==> config.mk <==
export PLATFORM = sky130hd
export DESIGN_NAME = sample_error_unit
export DESIGN_NICKNAME = d
export VERILOG_FILES = /design/src/rtl/nn_pkg.sv /design/src/rtl/err_term.sv /design/src/rtl/sample_error_unit.sv
export SDC_FILE = /design/constraint.sdc
export NUM_CORES = 1
export LEC_CHECK = 0
export CORE_UTILIZATION = 40
export DETAILED_ROUTE_END_ITERATION = 8
export SYNTH_ARGS = -nofsm -noshare
export SYNTH_HDL_FRONTEND = slang
export SYNTH_HIERARCHICAL = 1
export SYNTH_SLANG_ARGS = --single-unit
==> constraint.sdc <==
create_clock -name clk -period 27.8 [get_ports clk]
set_clock_uncertainty 0.2 [all_clocks]
set_input_delay 2.78 -clock clk [delete_from_list [all_inputs] [get_ports clk]]
set_output_delay 2.78 -clock clk [all_outputs]
set_load 0.02 [all_outputs]
==> src/rtl/nn_pkg.sv <==
// nn_pkg: shared types and constants for the per-sample error path.
//   DW/FRAC   : Q8.8 element format and the product shift in squared mode
//   ERR_MAX   : saturation ceiling of the reported error word
//   state_e   : sample_error_unit FSM states
//   elem_slice: pick element idx out of a packed vector (up to MAX_OUT elements)
package nn_pkg;

  localparam int DW      = 16;
  localparam int FRAC    = 8;
  localparam int MAX_OUT = 64;

  // Matches the downstream min-error seed, so a clipped sample is never an improvement.
  localparam logic [15:0] ERR_MAX = 16'h7FFF;

  typedef enum logic [1:0] {
    IDLE  = 2'd0,
    ACCUM = 2'd1,
    DONE  = 2'd2
  } state_e;

  function automatic logic [DW-1:0] elem_slice(input logic [MAX_OUT*DW-1:0] vec,
                                               input logic [5:0]            idx);
    return vec[idx*DW +: DW];
  endfunction

endpackage

==> src/rtl/err_term.sv <==
// err_term: combinational per-element error term.
//   y, t    : signed Q8.8 output and target element
//   term    : MODE_SQ=0 -> |y-t|, MODE_SQ=1 -> ((y-t)^2) >> FRAC, unsigned
module err_term
  import nn_pkg::*;
#(
  parameter bit MODE_SQ = 1'b1
) (
  input  logic [DW-1:0]         y,
  input  logic [DW-1:0]         t,
  output logic [2*(DW+1)-1:0]   term
);

  logic signed [DW:0]         diff;
  logic        [DW:0]         abs_diff;
  logic signed [2*(DW+1)-1:0] sq;

  always_comb begin
    // One extra bit keeps the difference exact for any pair of DW-bit inputs.
    diff     = $signed({y[DW-1], y}) - $signed({t[DW-1], t});
    abs_diff = diff[DW] ? $unsigned(-diff) : $unsigned(diff);
    sq       = diff * diff;
    if (MODE_SQ)
      term = $unsigned(sq) >> FRAC;
    else
      term = {{(DW+1){1'b0}}, abs_diff};
  end

endmodule

==> src/rtl/sample_error_unit.sv <==
// sample_error_unit: serial per-sample loss (sum of |e| or e^2) with saturated output.
//   clk, rst        : clock, synchronous active-high reset
//   in_valid/ready  : sample handshake; ready only in IDLE
//   y_vec, t_vec    : N_OUT packed Q8.8 outputs / targets, element i at [i*DW +: DW]
//   error, sat      : saturated 16-bit sample error and clip flag, held between strobes
//   S_Error         : one-cycle strobe marking a new error/sat
//   busy            : high in ACCUM or DONE
//
// state | meaning
// IDLE  | waiting for a sample, in_ready=1
// ACCUM | adding one element term per cycle
// DONE  | clipping acc into error/sat, strobe issued on exit
module sample_error_unit
  import nn_pkg::*;
#(
  parameter int N_OUT   = 4,
  parameter bit MODE_SQ = 1'b1,
  parameter int ACC_W   = 32
) (
  input  logic                  clk,
  input  logic                  rst,
  input  logic                  in_valid,
  output logic                  in_ready,
  input  logic [N_OUT*DW-1:0]   y_vec,
  input  logic [N_OUT*DW-1:0]   t_vec,
  output logic [15:0]           error,
  output logic                  S_Error,
  output logic                  busy,
  output logic                  sat
);

  localparam int TW = 2*(DW+1);
  localparam int SW = ((ACC_W > TW) ? ACC_W : TW) + 1;

  state_e                state_q, state_d;
  logic [N_OUT*DW-1:0]   y_q, y_d, t_q, t_d;
  logic [ACC_W-1:0]      acc_q, acc_d;
  logic [5:0]            idx_q, idx_d;
  logic [15:0]           error_q, error_d;
  logic                  sat_q, sat_d;
  logic                  strobe_q, strobe_d;
  logic                  in_ready_q, in_ready_d;
  logic                  busy_q, busy_d;

  logic [MAX_OUT*DW-1:0] y_pad, t_pad;
  logic [DW-1:0]         y_elem, t_elem;
  logic [TW-1:0]         term;
  logic [SW-1:0]         sum;

  always_comb begin
    y_pad = '0;
    t_pad = '0;
    y_pad[N_OUT*DW-1:0] = y_q;
    t_pad[N_OUT*DW-1:0] = t_q;
    y_elem = elem_slice(y_pad, idx_q);
    t_elem = elem_slice(t_pad, idx_q);
  end

  err_term #(.MODE_SQ(MODE_SQ)) u_err_term (
    .y    (y_elem),
    .t    (t_elem),
    .term (term)
  );

  always_comb begin
    state_d  = state_q;
    y_d      = y_q;
    t_d      = t_q;
    acc_d    = acc_q;
    idx_d    = idx_q;
    error_d  = error_q;
    sat_d    = sat_q;
    strobe_d = 1'b0;
    sum      = SW'(acc_q) + SW'(term);

    case (state_q)
      IDLE: begin
        if (in_valid) begin
          y_d     = y_vec;
          t_d     = t_vec;
          acc_d   = '0;
          idx_d   = '0;
          state_d = ACCUM;
        end
      end
      ACCUM: begin
        // Accumulator sticks at all-ones rather than wrapping.
        if (sum > SW'({ACC_W{1'b1}}))
          acc_d = '1;
        else
          acc_d = sum[ACC_W-1:0];
        idx_d = 6'(idx_q + 6'd1);
        if (idx_q == 6'(N_OUT-1))
          state_d = DONE;
      end
      DONE: begin
        if (acc_q > ACC_W'(ERR_MAX)) begin
          error_d = ERR_MAX;
          sat_d   = 1'b1;
        end else begin
          error_d = acc_q[15:0];
          sat_d   = 1'b0;
        end
        strobe_d = 1'b1;
        state_d  = IDLE;
      end
      default: state_d = IDLE;
    endcase

    // Handshake flags follow the next state so they stay registered.
    in_ready_d = (state_d == IDLE);
    busy_d     = (state_d != IDLE);
  end

  always_ff @(posedge clk) begin
    if (rst) begin
      state_q    <= IDLE;
      y_q        <= '0;
      t_q        <= '0;
      acc_q      <= '0;
      idx_q      <= '0;
      error_q    <= '0;
      sat_q      <= 1'b0;
      strobe_q   <= 1'b0;
      in_ready_q <= 1'b1;
      busy_q     <= 1'b0;
    end else begin
      state_q    <= state_d;
      y_q        <= y_d;
      t_q        <= t_d;
      acc_q      <= acc_d;
      idx_q      <= idx_d;
      error_q    <= error_d;
      sat_q      <= sat_d;
      strobe_q   <= strobe_d;
      in_ready_q <= in_ready_d;
      busy_q     <= busy_d;
    end
  end

  assign in_ready = in_ready_q;
  assign busy     = busy_q;
  assign error    = error_q;
  assign sat      = sat_q;
  assign S_Error  = strobe_q;

endmodule

==> impl_metrics.py, run 1 <==
metrics = {
    "status": {
        "status": "finished clean",
    },
    "detailed_routing": {
        "drtIter0Drc": 886,
        "drt-total-wl_um": 52600,
        "drc_errors": 0,
        "dr_total_vias": 15900,
        "wl_per_cell_um": 17.0,
        "antenna_left": 0,
        "drtPass1Iterations": 5,
        "via_per_inst": 5.15,
    },
    "cells_and_area": {
        "nFillCells": 4788,
        "seqCellArea_um2": 3770,
        "diodes": 0,
        "multi_input_area_um2": 14400,
        "syn2layout_area_growth_pct": 13.3,
        "final_common_cell": "nand2_1",
        "mostFrequentLayoutCells": "nand2_1, inv_1, fa_1, a21oi_1, dfxtp_1",
        "nNetsFinal": 2947,
        "final_cells": 3091,
        "final_core_util": 0.461,
        "final_layout_size_suffix_gt1_frac": 0.0626,
    },
    "logic_synthesis": {
        "syn_inst": 2335,
        "ys_warn_count": 6,
        "yosysSeqAreaShare": 0.189,
        "synth_area_leaders": "fa_1, dfxtp_1, ha_1, nand2_1, inv_1",
        "async_reset_ff_frac": 0,
        "yosys.cell_types.count": 87,
        "yosysTopAreaCell": "fa_1",
        "ys_seq_elements": 188,
        "synthFlopType": "dfxtp_1",
        "avgSynthCellArea_um2": 8.54,
        "synth_top_area_frac": 0.272,
        "syn-cell-area_um2": 19900,
        "synth-edff-count": 0,
    },
    "worst_hold_path": {
        "hold_path_class": "flop to flop",
        "min_from": "y_q[16]$_SDFFE_PP0P_",
        "min_path_cells": 2,
    },
    "global_route": {
        "gr-usage-all-layers": 0.215,
        "antenna_found_initial": 0,
        "grt_util_met3": 0.0265,
        "first_global_vias": 16700,
        "grt_first_pass_wirelength_um": 85300,
        "grt_use_met2": 0.386,
        "grt_use_met1": 0.267,
        "grt_max_degree": 103,
        "grt-ovfl-total": 0,
        "busiest_layer": "met2",
    },
    "clocking": {
        "cts_setup_buffers": 0,
        "cts_sinks": 188,
        "clockRootBuffer": "clkbuf_16",
        "clockBufferDepth": 2,
        "cts_tree": "yes",
        "hold_buffers": 0,
        "clock_latency_ns": 0.47,
        "cts_resized": 0,
        "path_clk_slew_ns": 0.08,
        "htreeDepth": 4,
        "cts_buffers": 17,
    },
    "floorplanning": {
        "core_um2": 49100,
        "io_pins": 151,
        "start_util": 0.406,
        "die_h_um": 225,
        "dieArea_um2": 50700,
        "chipWidth_um": 225,
        "rows": 81,
    },
    "placement": {
        "portBuffers": 150,
        "dp_cells": 3059,
        "dp_hpwl_um": 41900,
        "gp_congestion": 0.934,
    },
    "sta": {
        "maxSlewViolCount": 0,
        "hold_violations": 0,
        "final_min_period_over_clock_period": 0.466,
        "setup_tns_ns": 0,
        "fmax_mhz": 77.2,
        "max_slew_margin": 0.328,
        "min_period_ns": 12.95,
        "tightest_slew_ns": 1.01,
        "setup_violations": 0,
        "rsz0062_at_grt": "no",
    },
    "job": {
        "maxCapViolations": 0,
    },
    "setup_path": {
        "required_ns": 27.92,
        "crit_slowest_cell": "dfxtp_2",
        "r2r-start": "idx_q[1]$_SDFFE_PP0P_",
        "crit_path_max_incr_delay_ns": 1.00,
        "startpoint": "idx_q[1]$_SDFFE_PP0P_",
        "reg2reg_depth": 37,
        "worstPathArrival_ns": 13.07,
        "cp-start-kind": "flop",
        "end_kind": "flop",
        "crit_path_frequent_cell": "fa_1",
        "crit_fanout": 35,
        "worstSetupPathType": "flop to flop",
    },
}
==> metal layers <==
layer	routed length [um]	part of all wire
met5	0	0
met3	2330	0.044
met4	1210	0.023
met2	26800	0.51
met1	22200	0.42
==> synth_stat cells (8+ instances only) <==
cell type,number
nand4_1,11
clkbuf_1,95
o21ai_1,12
nor4_1,8
buf_4,8
o21a_1,12
buf_1,8
nand2b_1,10
o211ai_2,9
nor2b_1,11
a21oi_1,187
and2_1,39
ha_1,131
nor3_1,43
inv_1,353
nand3_1,35
a31oi_1,8
a21o_1,26
a22oi_1,16
mux4_2,32
nor2_1,164
and3_1,10
or2_2,12
o21ai_0,52
a211oi_1,8
fa_1,271
xor2_1,25
nand2_1,394
xnor2_1,37
dfxtp_1,188
==> layout make-up <==
cell class | instances | area share
Tap cell | 664 | 0.0368
Clock buffer | 17 | 0.0188
Inverter | 362 | 0.0601
Sequential cell | 188 | 0.167
Multi-Input combinational cell | 1674 | 0.637
Clock inverter | 15 | 0.00753
Timing Repair Buffer | 171 | 0.0733
==> final timing paths <==
check                      endpoint  slack, ns
max          acc_q[31]$_SDFFE_PP0P_      14.85
max reg2reg  acc_q[31]$_SDFFE_PP0P_      14.85
min reg2reg    y_q[16]$_SDFFE_PP0P_       0.25
min            y_q[16]$_SDFFE_PP0P_       0.25
==> stage by stage <==
stage,setup slack [ns],cell area (um^2),hold slack (ns)
global placement,15.19,22000,0.239
finish,14.85,22600,0.253
detailed placement,14.96,22000,0.243
CTS,14.93,22600,0.254
global route,14.30,22600,0.266
floorplan,16.30,20000,0.233
==> worst max-delay path, delay by kind of cell (launching register included) <==
family                   cells  cell delay (ns)
AO/OA/AOI/OAI               17             4.88
XOR/XNOR                     1             0.14
adder cells (fa/ha/maj)     10             4.50
buffers and inverters        4             0.69
flip-flops                   1             1.00
multiplexers                 1             0.59
AND/OR/NAND/NOR              4             0.79
==> cell families after synthesis <==
kind of cell | count (synthesis) | synth area share
AOI/OAI and AO/OA | 406 | 0.131
DFF | 188 | 0.189
other | 1 | 0.000188
and+or+nand+nor | 756 | 0.164
muxes | 37 | 0.0390
xor gates and xnor gates | 65 | 0.0297
adders and majority gates | 402 | 0.354
buffers and inverters | 480 | 0.0934
==> sequential cells by signal, indices dropped and copies added (netlist names) <==
signal and flops:
acc_q 32, in_ready 1, error 16, t_q 64
idx_q 6, sat 1, busy 1, y_q 64
S_Error 1, state_q 2
Power of run 1 is left out: the tool's default activity adds up to more than one toggle a clock period on the data nets, which glitch-free logic cannot reach.
==> run 2, diff against run 1 <==
==> constraint.sdc (replaced) <==
create_clock -name clk -period 11.35 [get_ports clk]
set_clock_uncertainty 0.2 [all_clocks]
set_input_delay 1.135 -clock clk [delete_from_list [all_inputs] [get_ports clk]]
set_output_delay 1.135 -clock clk [all_outputs]
set_load 0.02 [all_outputs]
==> impl_metrics.py, run 2 (same netlist as run 1, synthesis figures left out) <==
metrics = {
    "status": {
        "status": "finished clean",
    },
    "floorplanning": {
        "core_um2": 49100,
        "io_pins": 151,
        "chipWidth_um": 225,
        "rows": 81,
        "die_h_um": 225,
        "dieArea_um2": 50700,
        "start_util": 0.406,
    },
    "sta": {
        "tightest_slew_ns": 1.06,
        "setup_slack_ns": 0.481,
        "min_period_ns": 10.87,
        "final_min_period_over_clock_period": 0.958,
        "hold_violations": 0,
        "maxSlewViolCount": 0,
        "max_slew_margin": 0.294,
        "setup_violations": 0,
        "whs_ns": 0.255,
        "fmax_mhz": 92.0,
    },
    "placement": {
        "portBuffers": 150,
        "placement.cell_area_um2": 22300,
        "dp_hpwl_um": 43400,
        "dp_slack_ns": -0.0753,
        "gp_congestion": 0.915,
    },
    "worst_hold_path": {
        "hold_path_class": "flop to flop",
    },
    "setup_path": {
        "end_kind": "flop",
        "crit_path_frequent_cell": "fa_1",
        "required_ns": 11.49,
        "cp-start-kind": "flop",
        "crit_fanout": 7,
        "crit_path_max_incr_delay_ns": 0.58,
        "crit_slowest_cell": "fa_1",
        "worstSetupPathType": "flop to flop",
        "worstPathArrival_ns": 11.01,
    },
    "clocking": {
        "htreeDepth": 4,
        "cts_sinks": 188,
        "path_clk_slew_ns": 0.08,
        "cts_tree": "yes",
        "clockBufferDepth": 2,
        "clock_latency_ns": 0.47,
        "clockRootBuffer": "clkbuf_16",
        "cts_buffers": 17,
    },
    "cells_and_area": {
        "syn2layout_area_growth_pct": 16.5,
        "nNetsFinal": 2994,
        "mostFrequentLayoutCells": "nand2_1, inv_1, fa_1, dfxtp_1, a21oi_1",
        "final_cell_area_um2": 23200,
        "final_layout_size_suffix_gt1_frac": 0.0914,
        "top_regs": "t_q x64, y_q x64, acc_q x32",
        "diodes": 0,
        "final_common_cell": "nand2_1",
    },
    "detailed_routing": {
        "wl_per_cell_um": 17.0,
        "via_per_inst": 5.15,
        "antenna_left": 0,
        "drtPass1Iterations": 6,
        "drc_errors": 0,
        "drtIter0Drc": 1050,
        "dr_total_vias": 16200,
        "drt-total-wl_um": 53400,
    },
    "global_route": {
        "grt-ovfl-total": 0,
        "grt_first_pass_wirelength_um": 87300,
        "grt_max_degree": 104,
        "gr-usage-all-layers": 0.219,
        "antenna_found_initial": 1,
        "first_global_vias": 17000,
    },
    "job": {
        "maxCapViolations": 0,
    },
}
==> run 2: metrics by stage <==
stage                     utilization  setup TNS (ns)  std cells
after floorplan                     -               0       2342
after global placement          0.455               0       3101
after detailed placement        0.455          -0.987       3101
after CTS                       0.468               0       3134
after global routing            0.474        -0.00995       3138
final                           0.474               0       3138
==> run 2: critical path: cells and delay by family (launching register included) <==
family	cells	cell delay, ns
flops	1	0.41
buf+inv	2	0.11
compound gates	18	4.00
mux	1	0.49
fa+ha+maj	10	4.59
simple gates	5	0.83
xor+xnor	1	0.09
==> run 2: path summary, 6_finish.rpt <==
kind | from | endpoint | slack [ns] | depth (start not counted)
worst max register to register | idx_q[1]$_SDFFE_PP0P_ | acc_q[29]$_SDFFE_PP0P_ | 0.48 | 37
worst min-delay path | t_q[15]$_SDFFE_PP0P_ | t_q[15]$_SDFFE_PP0P_ | 0.26 | 2
worst max-delay path | idx_q[1]$_SDFFE_PP0P_ | acc_q[29]$_SDFFE_PP0P_ | 0.48 | 37
worst min register to register | t_q[15]$_SDFFE_PP0P_ | t_q[15]$_SDFFE_PP0P_ | 0.26 | 2
==> run 2: final cells by class <==
class / count / area [um^2]
Clock buffer: 18 / 439
Multi-Input combinational cell: 1674 / 14600
Clock inverter: 14 / 195
Fill cell: 4877 / 25800
Tap cell: 664 / 831
Sequential cell: 188 / 3770
Inverter: 362 / 1360
Timing Repair Buffer: 218 / 2080
==> run 2: per-layer routing <==
layer	global-route usage	vias up	share of wire
li1	-	7735	-
met5	0	-	0.00024
met1	0.284	7938	0.44
met2	0.369	393	0.48
met3	0.0399	82	0.050
met4	0.0702	2	0.027
==> run 2: repair_timing <==
action,4_1_cts,5_1_grt
buffers inserted,1,3
cloned,0,1
setup endpoints to repair,27,32
pin swaps,0,11
hold endpoints to repair,0,0
hold buffers,0,0
resized for setup,3,56
Power of run 2 is left out for the same reason.
==> RTL change (config.mk and constraints of run 2) <==
`y_q` and `t_q` no longer have a reset.
--- a/src/rtl/sample_error_unit.sv
+++ b/src/rtl/sample_error_unit.sv
@@ -117,4 +117,2 @@
       state_q    <= IDLE;
-      y_q        <= '0;
-      t_q        <= '0;
       acc_q      <= '0;
@@ -128,4 +126,2 @@
       state_q    <= state_d;
-      y_q        <= y_d;
-      t_q        <= t_d;
       acc_q      <= acc_d;
@@ -140,2 +136,7 @@
 
+  always_ff @(posedge clk) begin
+    y_q <= y_d;
+    t_q <= t_d;
+  end
+
   assign in_ready = in_ready_q;
Behaviour: same outputs for any inputs over 4 cycles, from zero or initial values and one cycle with rst high; that may be too few to reach the edited logic, so the function may still have changed.
==> RTL change against run 2 <==
  * Design area shrank 3.6%
  * Utilization up 0.75 points
  * Maximum frequency is essentially flat
  * Area after synthesis down 5.3%
  * First-iteration DRC count down 31%
  * Wire length fell by 16%
  * Sequential cell count is the same
  * Setup slack got worse by 0.0094 ns
Power is not shown: default switching activity piles up to over one toggle a cycle in this logic, so the estimate is an artifact.
==> RTL change: results (changes against run 2) <==
stage	metric	value	unit	change
clock_network	CTS buffer count	17		unchanged
synthesis	Post-synth top cells	inv_1, fa_1, nor2_1		
synthesis	Synth cell types	79		-9.2%
min_path	hold_sp	error[15]		
synthesis	Compound-Gate Fraction of Synth Area	8.51	%	-4.6 points
placed_design	pre-CTS setup slack	-0.0340	ns	+0.0413 ns
timing	worst slew pin tran	0.830	ns	-0.228 ns
status	status	finished, final reports clean		
worst_setup_path	Worst setup startpoint	idx_q[0]		
cells_and_area	fraction of layout cells with a size suffix above 1	11.0	%	+1.9 points
grt	global-route wire length before repair	72200	um	-17%
worst_setup_path	crit path max fanout	10		+3
placed_design	GPL Wtd Cong	0.912		-0.38%
synthesis	Synth warnings	6		unchanged
drt	via density per instance	5.08		-1.4%
worst_setup_path	Data arrival, critical path	11.04	ns	+0.03 ns
worst_setup_path	worst stage delay on the critical path	0.56	ns	-0.02 ns
drt	WL/cell	17.1	um	+0.65%
clock_network	CTS clock-pin slew for the worst setup and hold paths	0.07	ns	
synthesis	dominant synthesized flop cell	edfxtp_1		
synthesis	Post-synth EDFFs	128		+128
grt	largest net degree at the start of global routing	69		-34%
placed_design	I/O Buffers	150		unchanged
synthesis	largest family of logic cells by synthesized area	adder cells		
synthesis	XOR/XNOR Fraction of Synth Area	3.41	%	+0.44 points
min_path	Hold Path Class	reg -> reg		
synthesis	Synth area leaders	fa_1, edfxtp_1, ha_1		
synthesis	register area share after synthesis	26.7	%	+7.8 points
grt	antenna violations before repair	0		-1
drt	Pre-antenna DRT Iters	5		-1
cells_and_area	antenna fix cells	0		unchanged
synthesis	mux cell area share after synthesis	3.98	%	+0.079 points
grt	vias in the first global route	14000		-18%
grt	GRT Total Usage	19.5	%	-2.4 points
placed_design	HPWL after DPL	37400	um	-14%
clock_network	clock latency on the worst-skew pair	0.48	ns	
cells_and_area	Layout fillers	4272		-12%
drt	initial DRC count	722		-31%
synthesis	fraction of the mapped netlist area in adder cells	37.4	%	+2.0 points
clock_network	Clock Path Buffers	2		unchanged
cells_and_area	final net count	2533		-15%
RTL change: changes by cell type after synthesis, sizes merged, moves of 29 or more:
cell	change
dfxtp	-128
nand2	-278
a221o	+29
o21ai	-29
a21oi	-139
edfxtp	+128
clkbuf	-51
RTL change: cell families (layout without fill, tap and decap cells):
group,after synthesis,count (layout)
AOI/OAI and AO/OA,222,222
buffers and inverters,421,629
xor gates and xnor gates,71,71
adders and majority gates,402,402
other,1,8
and+or+nand+nor,458,458
muxes,35,35
DFF,188,188
RTL change: per-stage QoR:
step	std cells	instance area [um2]
after floorplan	1805	18900
after global placement	2574	21500
after detailed placement	2574	21500
after CTS	2608	22100
after global routing	2620	22400
final	2620	22400
RTL change: final timing paths:
path / endpoint / slack, ns / cells after the start
setup / recovery: acc_q[24] / 0.47 / 40
setup reg to reg: acc_q[24] / 0.47 / 40
hold / removal: error[15] / 0.28 / 1
hold reg to reg: error[15] / 0.28 / 1
RTL change: layout make-up:
type / count / area, um2 / share of cell area, %
clock buffer: 17 / 425 / 1.90
sequential: 188 / 5050 / 22.5
tap: 607 / 759 / 3.39
inverter: 357 / 1350 / 6.01
timing repair buffer: 240 / 2260 / 10.1
multi-input combinational: 1196 / 12400 / 55.3
clock inverter: 15 / 169 / 0.754
RTL change: timing repair:
action / CTS / global route
gates resized for setup: 0 / 39
endpoints found under the setup margin: 21 / 32
pin swaps: 1 / 13
hold buffers: 0 / 0
setup buffers: 2 / 12
RTL change: metal layers:
| metal | vias up | GRT usage, % | wire [um] |
|---|---|---|---|
| met3 | 52 | 3.69 | 2230 |
| li1 | 6263 | - | - |
| met5 | - | 0 | 0 |
| met2 | 330 | 32.8 | 22100 |
| met1 | 6654 | 25.7 | 19800 |
| met4 | 0 | 5.09 | 793 |
